**src/rtl/acc_muldiv_unit_if.sv**
```systemverilog
// Bundle between the multicycle controller / accumulator file and the mul/div unit.
// The controller side drives the request; the unit drives status and the write port.
interface acc_muldiv_unit_if #(
    parameter int WIDTH = 8
);
    logic             start;
    logic             op;
    logic [WIDTH-1:0] a;
    logic [WIDTH-1:0] b;
    logic [1:0]       dst_lo;
    logic [1:0]       dst_hi;
    logic             busy;
    logic             done;
    logic             div_zero;
    logic             AcWen;
    logic [1:0]       WrAdr;
    logic [WIDTH-1:0] WrData;

    modport master (
        output start, op, a, b, dst_lo, dst_hi,
        input  busy, done, div_zero, AcWen, WrAdr, WrData
    );

    modport slave (
        input  start, op, a, b, dst_lo, dst_hi,
        output busy, done, div_zero, AcWen, WrAdr, WrData
    );
endinterface

```
**src/rtl/acc_muldiv_unit.sv**
```systemverilog
// Iterative unsigned WIDTH x WIDTH shift-add multiplier / restoring divider that
// writes its two result bytes back into the accumulator file over two cycles.
module acc_muldiv_unit #(
    parameter int WIDTH = 8
) (
    input  logic               clk,
    input  logic               rst,
    acc_muldiv_unit_if.slave   bus
);
    localparam int CW = (WIDTH > 1) ? $clog2(WIDTH) : 1;

    localparam logic [1:0] IDLE  = 2'd0;
    localparam logic [1:0] CALC  = 2'd1;
    localparam logic [1:0] WR_LO = 2'd2;
    localparam logic [1:0] WR_HI = 2'd3;

    logic [1:0]       state_r;
    logic [CW-1:0]    cnt_r;
    logic             op_r;
    logic [WIDTH-1:0] a_r;
    logic [WIDTH-1:0] b_r;
    logic [1:0]       dst_lo_r;
    logic [1:0]       dst_hi_r;
    // hi_r: upper product half (mul) or WIDTH+1-bit partial remainder (div)
    // lo_r: multiplier being shifted out (mul) or dividend/quotient shift register (div)
    logic [WIDTH:0]   hi_r;
    logic [WIDTH-1:0] lo_r;

    logic             busy_r;
    logic             done_r;
    logic             div_zero_r;
    logic             ac_wen_r;
    logic [1:0]       wr_adr_r;
    logic [WIDTH-1:0] wr_data_r;

    logic [WIDTH+1:0] mul_sum_s;
    logic [WIDTH+1:0] div_shift_s;
    logic [WIDTH+1:0] div_diff_s;
    logic [WIDTH:0]   hi_nxt_s;
    logic [WIDTH-1:0] lo_nxt_s;

    // One iteration of the selected algorithm; the top bit of div_diff_s is the trial-subtract borrow.
    always_comb begin
        mul_sum_s   = {1'b0, hi_r} + {2'b00, (lo_r[0] ? a_r : {WIDTH{1'b0}})};
        div_shift_s = {hi_r, lo_r[WIDTH-1]};
        div_diff_s  = div_shift_s - {2'b00, b_r};
        if (op_r) begin
            hi_nxt_s = div_diff_s[WIDTH+1] ? div_shift_s[WIDTH:0] : div_diff_s[WIDTH:0];
            lo_nxt_s = {lo_r[WIDTH-2:0], ~div_diff_s[WIDTH+1]};
        end else begin
            hi_nxt_s = mul_sum_s[WIDTH+1:1];
            lo_nxt_s = {mul_sum_s[0], lo_r[WIDTH-1:1]};
        end
    end

    // Sequencer, datapath registers and registered write-port outputs.
    always_ff @(posedge clk or posedge rst) begin
        if (rst) begin
            state_r    <= IDLE;
            cnt_r      <= {CW{1'b0}};
            op_r       <= 1'b0;
            a_r        <= {WIDTH{1'b0}};
            b_r        <= {WIDTH{1'b0}};
            dst_lo_r   <= 2'd0;
            dst_hi_r   <= 2'd0;
            hi_r       <= {(WIDTH+1){1'b0}};
            lo_r       <= {WIDTH{1'b0}};
            busy_r     <= 1'b0;
            done_r     <= 1'b0;
            div_zero_r <= 1'b0;
            ac_wen_r   <= 1'b0;
            wr_adr_r   <= 2'd0;
            wr_data_r  <= {WIDTH{1'b0}};
        end else begin
            case (state_r)
                IDLE: begin
                    if (bus.start) begin
                        op_r       <= bus.op;
                        a_r        <= bus.a;
                        b_r        <= bus.b;
                        dst_lo_r   <= bus.dst_lo;
                        dst_hi_r   <= bus.dst_hi;
                        hi_r       <= {(WIDTH+1){1'b0}};
                        lo_r       <= bus.op ? bus.a : bus.b;
                        cnt_r      <= CW'(WIDTH - 1);
                        div_zero_r <= bus.op & (bus.b == {WIDTH{1'b0}});
                        busy_r     <= 1'b1;
                        state_r    <= CALC;
                    end
                end
                CALC: begin
                    hi_r <= hi_nxt_s;
                    lo_r <= lo_nxt_s;
                    if (cnt_r == {CW{1'b0}}) begin
                        // The last iteration lands in the same edge, so forward its low result.
                        state_r   <= WR_LO;
                        ac_wen_r  <= 1'b1;
                        wr_adr_r  <= dst_lo_r;
                        wr_data_r <= lo_nxt_s;
                    end else begin
                        cnt_r <= cnt_r - {{(CW-1){1'b0}}, 1'b1};
                    end
                end
                WR_LO: begin
                    state_r   <= WR_HI;
                    wr_adr_r  <= dst_hi_r;
                    wr_data_r <= hi_r[WIDTH-1:0];
                    done_r    <= 1'b1;
                end
                WR_HI: begin
                    state_r   <= IDLE;
                    busy_r    <= 1'b0;
                    done_r    <= 1'b0;
                    ac_wen_r  <= 1'b0;
                    wr_adr_r  <= 2'd0;
                    wr_data_r <= {WIDTH{1'b0}};
                end
                default: begin
                    state_r   <= IDLE;
                    busy_r    <= 1'b0;
                    done_r    <= 1'b0;
                    ac_wen_r  <= 1'b0;
                    wr_adr_r  <= 2'd0;
                    wr_data_r <= {WIDTH{1'b0}};
                end
            endcase
        end
    end

    assign bus.busy     = busy_r;
    assign bus.done     = done_r;
    assign bus.div_zero = div_zero_r;
    assign bus.AcWen    = ac_wen_r;
    assign bus.WrAdr    = wr_adr_r;
    assign bus.WrData   = wr_data_r;
endmodule

```
**src/flat_wrapper.sv**
```systemverilog
// flat-port wrapper written by rule: the top's interface ports become plain ports
module acc_muldiv_unit_flat 
#(
    parameter int WIDTH = 8
)
  (clk, rst, bus_start, bus_op, bus_a, bus_b, bus_dst_lo, bus_dst_hi, bus_busy, bus_done, bus_div_zero, bus_AcWen, bus_WrAdr, bus_WrData);
  acc_muldiv_unit_if #(.WIDTH(WIDTH)) bus_i ();
  input  logic clk;
  input  logic rst;
  input wire logic [$bits(bus_i.start)-1:0] bus_start;
  input wire logic [$bits(bus_i.op)-1:0] bus_op;
  input wire logic [$bits(bus_i.a)-1:0] bus_a;
  input wire logic [$bits(bus_i.b)-1:0] bus_b;
  input wire logic [$bits(bus_i.dst_lo)-1:0] bus_dst_lo;
  input wire logic [$bits(bus_i.dst_hi)-1:0] bus_dst_hi;
  output wire logic [$bits(bus_i.busy)-1:0] bus_busy;
  output wire logic [$bits(bus_i.done)-1:0] bus_done;
  output wire logic [$bits(bus_i.div_zero)-1:0] bus_div_zero;
  output wire logic [$bits(bus_i.AcWen)-1:0] bus_AcWen;
  output wire logic [$bits(bus_i.WrAdr)-1:0] bus_WrAdr;
  output wire logic [$bits(bus_i.WrData)-1:0] bus_WrData;
  assign bus_i.start = bus_start;
  assign bus_i.op = bus_op;
  assign bus_i.a = bus_a;
  assign bus_i.b = bus_b;
  assign bus_i.dst_lo = bus_dst_lo;
  assign bus_i.dst_hi = bus_dst_hi;
  assign bus_busy = bus_i.busy;
  assign bus_done = bus_i.done;
  assign bus_div_zero = bus_i.div_zero;
  assign bus_AcWen = bus_i.AcWen;
  assign bus_WrAdr = bus_i.WrAdr;
  assign bus_WrData = bus_i.WrData;
  acc_muldiv_unit #(.WIDTH(WIDTH)) u_core (.clk(clk), .rst(rst), .bus(bus_i));
endmodule
```
**config.mk**
```make
export PLATFORM = sky130hd
export DESIGN_NAME = acc_muldiv_unit_flat
export DESIGN_NICKNAME = d
export VERILOG_FILES = /design/src/rtl/acc_muldiv_unit_if.sv /design/src/rtl/acc_muldiv_unit.sv /design/src/flat_wrapper.sv
export SDC_FILE = /design/constraint.sdc
export NUM_CORES = 1
export LEC_CHECK = 0
export BUFFER_PORTS_ARGS = -buffer_cell sky130_fd_sc_hd__buf_4
export CAP_MARGIN = 20
export CORE_MARGIN = 2
export CORE_UTILIZATION = 55
export DETAILED_ROUTE_END_ITERATION = 8
export PLACE_DENSITY = 0.84
export SLEW_MARGIN = 20
export SYNTH_ARGS = -nofsm -noshare
export SYNTH_HDL_FRONTEND = slang
export SYNTH_SLANG_ARGS = --single-unit
```
**constraint.sdc**
```tcl
create_clock -name clk -period 3.8 [get_ports clk]
set_clock_uncertainty 0.15 [all_clocks]
set_input_delay 0.19 -clock clk [delete_from_list [all_inputs] [get_ports clk]]
set_output_delay 0.19 -clock clk [all_outputs]
set_load 0.01 [all_outputs]
```
==> impl_results.rst <==
.. list-table::
   :header-rows: 1

   * - Metric
     - Value
   * - Run status
     - complete, no violations
   * - Clock latency on the worst-skew pair
     - between 300 and 400 ps
   * - Total Wirelength
     - roughly 8500 um
   * - Length of the first detailed-routing pass in iterations
     - 5
   * - Area of the core
     - around 0.0062 mm^2
   * - Detail-routed net length per standard cell
     - ~17 um
   * - Pin count of the biggest net entering global routing
     - 31
   * - Cell area power density
     - roughly 910 mW/mm^2
   * - Number of library cell types mapped by synthesis
     - between 40 and 50
   * - Post-Route M1 WL
     - approximately 3600 um
   * - Sequential area share after synthesis
     - a little over 40%
   * - Row count
     - 29
   * - Vias in the first global route
     - ~2900
   * - Clock slew at reported path FFs
     - 60 ps
   * - Count of antenna-violating nets left after detailed routing
     - 0
   * - H-tree levels
     - 3
   * - Max FO, Critical Path
     - 11
   * - Count of state elements after synthesis
     - 57
   * - RSZ-0062 raised after global routing
     - no
   * - Number of max-capacitance violations reported
     - 0
   * - Startpoint kind of the worst setup timing path
     - flop
   * - Wire length on met3
     - around 470 um
   * - Critical Path, Cell by Cell
     - ha_1 > nor2b_1 > o2111ai_1 > a31oi_1 > o21ai_1 > o31a_2 > mux2_1 > o221ai_2
   * - Total negative slack for setup checks
     - 0 ps
   * - Initial detailed-routing violation count
     - approximately 330
   * - Top cell family by delay on the critical path
     - compound AO/OA/AOI/OAI gates
   * - Global-route usage over all layers
     - between 20% and 30%
   * - Hold violation total from the final report
     - 0
   * - Cell type with the largest total area after synthesis
     - sky130_fd_sc_hd__dfrtp_1
   * - Worst Hold Slack
     - about 36 ps
   * - Port Buffer Count
     - 37
   * - Min Tclk post-route
     - ~2700 ps
   * - CTS root buf
     - sky130_fd_sc_hd__clkbuf_8
   * - Count of synthesis-stage warnings from yosys
     - 0
   * - Synth Cell Area
     - ~0.0035 mm^2
   * - Initial antenna violation count
     - 0
   * - Routability congestion estimate from global placement
     - a little over 0.9
   * - Worst-path cell with the longest stage delay
     - sky130_fd_sc_hd__dfrtp_1
   * - Count of pins over their slew limit
     - 0
   * - Kind of end point of the critical path
     - flop
   * - Starting utilization of the core area
     - 56.0%
   * - Met2 WL post-DR
     - between 4000 and 5000 um
   * - Area delta synth->final
     - 21.1%
   * - Async SR Flop Fraction
     - 100%
   * - Number of vias per cell
     - just under 6
   * - Number of I/O pins
     - 38
   * - Number of flops mapped to enable cells by yosys
     - 0
   * - Highest metal layer with signal wires
     - met4
   * - Number of buffers on the longest clock path
     - 2
   * - Total number of vias
     - a little under 3000
   * - Max_slew headroom
     - between 20% and 30%
   * - Die Y
     - roughly 84 um
   * - CTS sink count
     - 57
   * - TritonCTS clock tree
     - yes
   * - Worst path arrival time
     - between 2000 and 3000 ps
   * - Main synth FF type
     - sky130_fd_sc_hd__dfrtp_1
   * - Global-route wire length before repair
     - about 14000 um
   * - Most numerous cell types in the synthesized netlist
     - sky130_fd_sc_hd__dfrtp_1, sky130_fd_sc_hd__nand2_1, sky130_fd_sc_hd__nor2_1, sky130_fd_sc_hd__a21oi_1
   * - Die width
     - 83.7 um
   * - Reported leakage power
     - about 2 nW
   * - Fraction of final layout cells with drive strength greater than 1
     - between 10% and 20%
   * - Syn avg cell area
     - a little under 10 um^2
   * - Slew at the pin closest to its max-slew limit
     - between 1000 and 1500 ps
   * - TritonCTS buffer count
     - 9
   * - Cells after synthesis
     - 359
   * - Most frequent cell after synthesis
     - sky130_fd_sc_hd__dfrtp_1
   * - VDD IR max
     - between 0.0005 and 0.0006 V
   * - DRC Markers
     - 0
   * - Fmax
     - between 0.3 and 0.4 GHz
   * - Crit path required time
     - approximately 3900 ps
   * - Setup Buffers After CTS
     - 0
   * - Biggest area contributors in the synthesized netlist
     - sky130_fd_sc_hd__dfrtp_1, sky130_fd_sc_hd__ha_1, sky130_fd_sc_hd__mux2_2, sky130_fd_sc_hd__mux2i_1, sky130_fd_sc_hd__mux2_1
   * - Portion of the clock cycle consumed by the worst path in the final layout
     - a little over 70%
   * - CP max stage delay
     - roughly 470 ps
   * - Total grt overflow
     - 0
   * - Number of nets in the synthesized netlist
     - between 400 and 500
   * - Nets
     - about 460
   * - Number of failing setup endpoints in the final timing report
     - 0
   * - Class of the tightest hold or removal check
     - input pin to flop
   * - Placed wire-length estimate
     - 6060 um
   * - Kind of critical path
     - flop to flop
   * - Number of buffers and inverters on the critical path
     - 0
   * - Area fraction of the dominant cell type after synthesis
     - between 40% and 50%
   * - Overall die area
     - approximately 0.0070 mm^2
   * - Ant diodes
     - 0
==> logic make-up (layout without fill, tap and decap cells) <==
logic type	count (synthesis)	in the layout	share of synthesized area (%)
AOI/OAI and AO/OA	95	95	17.6
and+or+nand+nor	88	88	11.5
DFF	57	57	40.8
muxes	43	43	13.4
buffers and inverters	39	100	4.41
adders and majority gates	24	24	9.03
xor gates and xnor gates	13	13	3.26
==> sequential cells by signal, summed over array words and instances (netlist names) <==
name                 cells
u_core.hi_r              9
u_core.bus.WrData        8
u_core.bus.busy          1
u_core.dst_lo_r          2
u_core.bus.WrAdr         2
u_core.bus.div_zero      1
u_core.b_r               8
u_core.op_r              1
u_core.state_r           2
u_core.lo_r              8
u_core.cnt_r             3
u_core.dst_hi_r          2
u_core.a_r               8
u_core.bus.done          1
u_core.bus.AcWen         1
==> worst reg2reg max path: cells and delay by family (launching register included) <==
kind,cells,cell delay (ps)
compound gates,5,1180
mux,1,370
flops,1,470
fa+ha+maj,1,320
simple gates,1,140
==> final timing paths <==
| path | start | endpoint | slack, ps | cells past startpoint |
|---|---|---|---|---|
| min in group asynchronous | rst | u_core.dst_hi_r[1] | 360 | 3 |
| min reg2reg | u_core.a_r[4] | u_core.a_r[4] | 340 | 1 |
| max reg2reg | u_core.hi_r[0] | u_core.hi_r[0] | 1080 | 8 |
| max in group asynchronous | rst | u_core.hi_r[7] | 2340 | 4 |
| min | bus_start | u_core.cnt_r[2] | 40 | 4 |
| max | u_core.hi_r[0] | u_core.hi_r[0] | 1080 | 8 |
==> cells in the final DEF (no fill, tap or decap), drive strengths merged, types with 21 or more instances in the layout <==
cell         Yosys  layout
dfrtp           57      57
buf              3      40
nand2           30      30
mux2            29      29
nor2            27      27
a21oi           26      26
o21ai           25      25
inv             23      24
ha              22      22
dlygate4sd3      0      21
==> through the flow <==
stage	cell area (um^2)	setup WS (ps)	util (%)	power (mW)	cells
floorplan	3490	1500	-	2.69	359
global placement	3820	1220	61.2	3.13	460
detailed placement	3820	1140	61.2	3.23	460
CTS	4230	1110	67.7	3.83	497
global route	4230	915	67.8	4.15	497
finish	4230	1080	67.8	3.86	497
==> where the power goes <==
part,internal [mW],switching (mW)
registers,0.904,0.249
logic,0.953,1.20
clock network,0.319,0.242
==> layer usage <==
layer  vias to the layer above  GRT usage, %
li1                       1395             -
met1                      1403          32.4
met2                       107          43.3
met3                        14          5.64
met4                         0          8.65
met5                         -             0
==> final cells by class <==
type	instances	area (um^2)
sequential	57	1430
clock inverter	5	53.8
timing repair buffer	61	510
clock buffer	11	141
inverter	23	86.3
tap	77	96.3
fill	467	2010
multi-input combinational	263	1910
==> what timing repair did <==
item	4_1_cts	5_1_grt
hold buffers	21	0
gates resized for setup	0	0
hold endpoints to repair	49	0
No activity file was read; power rests on OpenSTA's default activity.
